==> config.mk <==
export PLATFORM = sky130hd
export DESIGN_NAME = grf_writeback_ctrl
export DESIGN_NICKNAME = d
export VERILOG_FILES = /design/src/rtl/grf_writeback_ctrl.sv
export SDC_FILE = /design/constraint.sdc
export NUM_CORES = 1
export LEC_CHECK = 0
export CORE_MARGIN = 2
export CORE_UTILIZATION = 49
export DETAILED_ROUTE_END_ITERATION = 10
export PLACE_DENSITY_LB_ADDON = 0.12
export SKIP_CTS_REPAIR_TIMING = 1
export SYNTH_ARGS = -nofsm -noshare
export SYNTH_HDL_FRONTEND = slang
export SYNTH_SLANG_ARGS = --single-unit
==> constraint.sdc <==
create_clock -name clk -period 3 [get_ports clk]
set_input_delay 0.6 -clock clk [delete_from_list [all_inputs] [get_ports clk]]
set_output_delay 0.6 -clock clk [all_outputs]
set_load 0.01 [all_outputs]
==> src/rtl/grf_writeback_ctrl.sv <==
// GRF single write-port controller: W-stage writes take priority, mul/div results drain from a FIFO.
// Optional per-write trace print when GRF_WB_TRACE_EN is defined.
module grf_writeback_ctrl #(
  parameter int DEPTH = 4
) (
  input  logic                     clk,
  input  logic                     reset,
  input  logic                     w_valid,
  input  logic [31:0]              w_pc,
  input  logic [4:0]               w_addr,
  input  logic [31:0]              w_data,
  input  logic                     md_valid,
  output logic                     md_ready,
  input  logic [31:0]              md_pc,
  input  logic [4:0]               md_addr,
  input  logic [31:0]              md_data,
  input  logic                     md_issue,
  input  logic [4:0]               md_issue_addr,
  input  logic [4:0]               rd_addr1,
  input  logic [4:0]               rd_addr2,
  output logic                     rd_busy1,
  output logic                     rd_busy2,
  output logic                     grf_we,
  output logic [31:0]              grf_pc,
  output logic [4:0]               grf_addr,
  output logic [31:0]              grf_wd,
  output logic [$clog2(DEPTH):0]   fifo_count
);

  localparam int AW = $clog2(DEPTH);
  localparam int CW = AW + 1;

  logic [31:0]   fifo_pc   [DEPTH];
  logic [4:0]    fifo_addr [DEPTH];
  logic [31:0]   fifo_data [DEPTH];
  logic [AW-1:0] wr_ptr;
  logic [AW-1:0] rd_ptr;
  logic [31:0]   pend;
  logic [31:0]   pend_nxt;

  logic          w_take;
  logic          pop;
  logic          push;
  logic [31:0]   sel_pc;
  logic [4:0]    sel_addr;
  logic [31:0]   sel_wd;

  // Ready comes only from the registered count, so a full FIFO never pushes even while popping.
  assign md_ready = (fifo_count != CW'(DEPTH));
  assign w_take   = w_valid && (w_addr != 5'd0);
  assign pop      = !w_take && (fifo_count != '0);
  assign push     = md_valid && md_ready && (md_addr != 5'd0);

  assign sel_pc   = w_take ? w_pc   : fifo_pc[rd_ptr];
  assign sel_addr = w_take ? w_addr : fifo_addr[rd_ptr];
  assign sel_wd   = w_take ? w_data : fifo_data[rd_ptr];

  assign rd_busy1 = pend[rd_addr1];
  assign rd_busy2 = pend[rd_addr2];

  // Clear on pop first so a same-cycle issue to that register wins.
  always_comb begin
    pend_nxt = pend;
    if (pop) pend_nxt[fifo_addr[rd_ptr]] = 1'b0;
    if (md_issue) pend_nxt[md_issue_addr] = 1'b1;
    pend_nxt[0] = 1'b0;
  end

  // FIFO payload storage carries no reset; occupancy is tracked by the pointers and count.
  always_ff @(posedge clk) begin
    if (push) begin
      fifo_pc[wr_ptr]   <= md_pc;
      fifo_addr[wr_ptr] <= md_addr;
      fifo_data[wr_ptr] <= md_data;
    end
  end

  // Write-port output stage
  always_ff @(posedge clk or negedge reset) begin
    if (!reset) begin
      wr_ptr     <= '0;
      rd_ptr     <= '0;
      fifo_count <= '0;
      pend       <= '0;
      grf_we     <= 1'b0;
      grf_pc     <= '0;
      grf_addr   <= '0;
      grf_wd     <= '0;
    end else begin
      if (push) wr_ptr <= wr_ptr + 1'b1;
      if (pop)  rd_ptr <= rd_ptr + 1'b1;
      case ({push, pop})
        2'b10:   fifo_count <= fifo_count + 1'b1;
        2'b01:   fifo_count <= fifo_count - 1'b1;
        default: fifo_count <= fifo_count;
      endcase
      pend   <= pend_nxt;
      grf_we <= w_take || pop;
      if (w_take || pop) begin
        grf_pc   <= sel_pc;
        grf_addr <= sel_addr;
        grf_wd   <= sel_wd;
      end
    end
  end

`ifdef GRF_WB_TRACE_EN
  always @(posedge clk) begin
    if (reset && (w_take || pop))
      $display("%d@%h: $%d <= %h", $time, sel_pc, sel_addr, sel_wd);
  end
`endif

endmodule

# Word level (Yosys, flattened, before mapping)
# Memories as Yosys holds them, arrays and structs flattened.
# Index checks and enable logic that the tools add are counted.
# totals
ff_bits,108
ram_bits,276
out_inout_bits,76
n_memories,3
# mem_list
memory,depth,width,rd,rd_ports_with_merged_regs,wr,line,source
fifo_data,4,32,1,0,1,35,logic [31:0] fifo_data [DEPTH];
fifo_pc,4,32,1,0,1,33,logic [31:0] fifo_pc [DEPTH];
fifo_addr,4,5,1,0,1,34,logic [4:0] fifo_addr [DEPTH];
# op_classes
add_sub_neg,4
order_cmp,6
eq_ne,3
n_mux,16
n_bitwise,3
n_reduce_logical,12
# op_table
op,n
$mux 32,4
$and 32x32->32,1
$not 32->32,1
$or 32x32->32,1
$lt 5x6->1 const B,4
$bmux 1 s5,2
$demux 1 s5,2
$ge 5x1->1 const B,2
$reduce_bool 5->1,2
$logic_and 1x1->1,6
$mux 1,6
$pmux 3 s2,1
$mux 5,1
$add 2x1->2 const B,2
$add 3x1->3 const B,1
$ne 3x3->1 const B,1
$reduce_bool 3->1,1
$sub 3x1->3 const B,1
$eq 2x1->1 const B,1
$eq 2x2->1 const B,1
$reduce_bool 2->1,1
$logic_not 1->1,1
$logic_or 1x1->1,1

# Logic depth before layout (Yosys ltp)
# An unclocked memory read counts as a cell.
# depth
depth_word,10
depth_mapped,10

# Worst setup path after synthesis
# Ideal clock, no wire load.
# synth_timing
path_type,register to register
startpoint,register fifo_count[0]
endpoint,"memory fifo_addr[0][0], enable pin"
arrival_time_ns,2.577
required_time_ns,2.565
path_slack_ns,-0.012
path_stages_with_launch,5
path_buffers,0
synth_period_minus_slack_ns,3.012
path_cell_list,dfrtp_1 -> inv_1 -> nand3_1 -> o211a_1 -> and2_1
# synth_between
elab_chain_cells,5
# synth_rtl
element,line,source
from (decl),27,output logic [$clog2(DEPTH):0] fifo_count
from (signal assigned),93,2'b10: fifo_count <= fifo_count + 1'b1;
from (signal assigned),94,2'b01: fifo_count <= fifo_count - 1'b1;
from (signal assigned),95,default: fifo_count <= fifo_count;
$ne 3x3->1,49,assign md_ready = (fifo_count != CW'(DEPTH));
named net md_ready,13,"output logic md_ready,"
$logic_and 1x1->1 (2 in a row),52,assign push = md_valid && md_ready && (md_addr != 5'd0);
$mux 1,71,if (push) begin
$mux 1 (implied by the code),73,fifo_addr[wr_ptr] <= md_addr;
to (decl),34,
# The timed path passes the listed nets, and every way through them passes these cells.

# Final worst setup path
# layout_timing
startpoint,input port rd_addr2[1]
endpoint,output port rd_busy2
# layout_between
elab_chain_cells,2
# layout_rtl
element,line,source
from (decl),20,"input logic [4:0] rd_addr2,"
$bmux 1 s5,59,assign rd_busy2 = pend[rd_addr2];
$mux 1 (implied by the code),59,
to (decl),22,"output logic rd_busy2,"
# No other way between the ends. The select of a mux whose other input is x is not followed.

==> results.txt <==
Summed over all failing endpoints, the final setup total negative slack is 0 ns. For this block, the via count after detailed routing is 9018. Counting every instance in the synthesized netlist gives 936. Sorting the synthesized cells by area gives the leading types as edfxtp_1 53%, dfrtp_1 17%, mux4_2 10%, mux2i_1 4.6%, a21oi_1 3.4%. The tools report the final routed wirelength across all metal layers as 34200 µm.

The post-layout net count came out at 1368. The area growth from synthesis to layout works out to 27.5%. The netlist uses 46 different library cells. Pin placement for this block handled 234 I/O pins. The tools report the headroom to the max-slew limit as 0.518. Leaving out fill and tap cells, the most frequent cell in the layout is edfxtp_1. The number of port buffers came out at 233. The die covers 0.0335 mm². In the routed design, unresolved DRC markers number 0. The proportion of netlist area held by the largest area contributor is 0.527, and the largest buffer count on any clock path is 3. The post-route clock period utilization was 0.977. The tools report the via count of the first global-routing pass as 9329. In this run the core area contains 65 standard-cell rows. Entering global routing, the biggest net connects 70 pins. In this run, synthesis inferred 276 flip-flops with an integrated enable.

In this run the clock root is driven by a clkbuf_16. After layout, the minimum clock period comes to 2.93 ns. The library cells used most frequently in the layout, excluding fill and tap cells, are 276 x edfxtp_1, 224 x clkdlybuf4s50_1, 119 x nor2_1.

On the final layout, the worst clock skew is 0.0187 ns. The logs give 0.208 for the global-route total usage across every layer and 53200 µm for the first-pass GRT wire length. The average instance in the mapped netlist occupies 16.8 µm².

The sequential area share after synthesis is 0.699. Setup repair after global routing could not meet its margin everywhere. The clock-pin slew on the worst setup and hold paths is 0.06 ns, and the delay of the slowest cell on the worst path is 0.60 ns. The clock reaches the later pin of the worst-skew pair after 0.53 ns. Across all setup checks in the final design, the least slack found is 0.0682 ns. Max-cap violations in this run came to 0.

The die is 183 µm wide. In this run the number of H-tree levels came out at 2. The commonest register cell after synthesis was edfxtp_1. Measured slew at the worst slew-check pin: 0.723 ns.

The tightest min-delay check is of the input pin to asynchronous set/reset pin type. The die is 183 µm tall. Setup violations remaining at the end of the flow were counted as 0. After synthesis the netlist holds a flip-flop and latch count of 384.

The critical path in this run is classified as input pin to primary output. Cell with the biggest individual delay on the critical path: mux4_1. The worst IR drop on VDD was 551 µV. The number of nets in the synthesized netlist is 1100. Buffers inserted during clock tree synthesis total 39.

The congestion estimate from routability-driven global placement came to 0.873. The worst setup path is launched from an input pin. In the routed layout, each cell is associated on average with a via count of 5.52. The critical-path maximum fanout was 6. The number of antenna violations at the first check in global routing is 2. The share of synthesized flip-flops with an asynchronous set or reset is 0.281, and the number of clock sinks is 384. Global routing finished with a remaining overflow of 0. The first detailed-routing pass took 4 iterations. The ratio of cells with drive above 1 in the final layout is 0.160, and the number of nets with antenna violations after detailed routing is 0.

After synthesis the cells add up to 0.0157 mm². The run gives 0.498 as the initial core utilization. The tools report the total of fill cells in the finished design as 2320. The worst setup path is captured at a primary output.

0 antenna diodes ended up in the layout. For the core outline area, the log shows 0.0316 mm². STA puts the critical path data required time at 2.40 ns. In the final routed layout, each cell accounts on average for 20.9 µm. The final count of pins violating max slew was 0. In this run the static leakage power is 7.51 nW. STA puts the critical path data arrival time at 2.33 ns. TritonCTS built the clock tree. Traced cell by cell, the critical path runs through dlymetal6s2s_1 -> mux4_1 -> nand4_1 -> nand4_1 -> or4_1 -> dlymetal6s2s_1. Library cell occupying the most area in the post-synthesis netlist: edfxtp_1. The run gives -0.640 ns as the worst setup slack before clock tree synthesis.

The first-iteration detailed-routing DRC count was 634. Summed over all nets, the half-perimeter wirelength after detailed placement is 23000 µm. The number of failing hold endpoints at the final stage was 0.

Static timing analysis puts the maximum clock frequency at 341 MHz. The run finished with clean final reports. Dividing total power by cell area gives a power density of 916 mW/mm². Count of yosys warnings during synthesis: 0.
## worst max-delay path, delay by kind of cell
family,cells,cell delay (ns)
buf+inv,2,0.45
mux,1,0.60
simple gates,3,0.69
## Yosys cell counts, drive strengths merged (4+ instances only)
master  instances
a21oi         106
a31oi           7
and2            4
buf            40
clkbuf         13
dfrtp         108
edfxtp        276
ha              5
inv             9
mux2            5
mux2i          72
mux4           82
nand3           6
nand3b          7
nand4           4
nor2          119
nor2b           4
nor3           26
nor3b           4
xnor2           4
## per-stage QoR
step / power (W) / hold WS [ns] / instances / util / area, µm²
2_1_floorplan: 0.0115 / 0.304 / 936 / - / 15700
3_3_place_gp: 0.0138 / 0.461 / 1563 / 0.596 / 18800
3_5_place_dp: 0.0139 / 0.463 / 1563 / 0.596 / 18800
4_1_cts: 0.0186 / -0.100 / 1633 / 0.634 / 20000
5_1_grt: 0.0193 / 0.470 / 1635 / 0.635 / 20000
6_report: 0.0184 / 0.465 / 1635 / 0.635 / 20000
## worst paths after layout
kind / end / from / depth (start not counted) / slack [ns]
max: rd_busy2 / rd_addr2[1] / 6 / 0.07
min: grf_pc[18]$_DFFE_PN0P_ / reset / 2 / 0.47
max reg2reg: pend[5]$_DFF_PN0_ / rd_ptr[0]$_DFFE_PN0N_ / 4 / 0.97
min reg2reg: fifo_count[2]$_DFFE_PN0P_ / fifo_count[2]$_DFFE_PN0P_ / 1 / 0.54
max in group asynchronous: grf_wd[11]$_DFFE_PN0P_ / reset / 3 / 1.86
min in group clk: fifo_count[2]$_DFFE_PN0P_ / fifo_count[2]$_DFFE_PN0P_ / 1 / 0.54
## state kept, by name, indices dropped and copies added, names as in the netlist
name,cells
pend,31
rd_ptr,2
grf_addr,5
wr_ptr,2
grf_we,1
fifo_data,128
grf_wd,32
fifo_pc,128
grf_pc,32
fifo_count,3
fifo_addr,20
## area by class of cell
type / instances / area, µm² / area share
flip-flops and latches: 384 / 11000 / 0.549
multi-input cells: 490 / 4430 / 0.221
repair buffers: 280 / 2860 / 0.143
clock buffers: 53 / 1070 / 0.0534
well taps: 402 / 503 / 0.0251
clock inverters: 17 / 148 / 0.00736
inverters: 9 / 33.8 / 0.00169
## report_power, final
group	internal [W]	switching, W	total [W]	leakage, nW
combinational	0.00308	0.00286	0.00594	3.14
clock	0.00268	0.00195	0.00463	0.591
sequential	0.00713	0.000662	0.00779	3.77
## cell families (layout without fill, tap and decap cells)
logic type,count (synthesis),count (layout),share of synthesized area
AO/OA/AOI/OAI,122,122,0.0415
multiplexers,159,159,0.170
AND/OR/NAND/NOR,197,197,0.0607
XOR/XNOR,6,6,0.00334
flip-flops,384,384,0.699
adder cells (fa/ha/maj),6,6,0.00525
buffers and inverters,62,359,0.0204
## layer usage
layer	track usage	up-vias	routed length [µm]
met4	0.0579	4	740
met3	0.0415	56	1810
li1	-	4194	-
met5	0	-	25
met2	0.346	231	17000
met1	0.283	4533	14600
(Power assumes the default switching activity.)
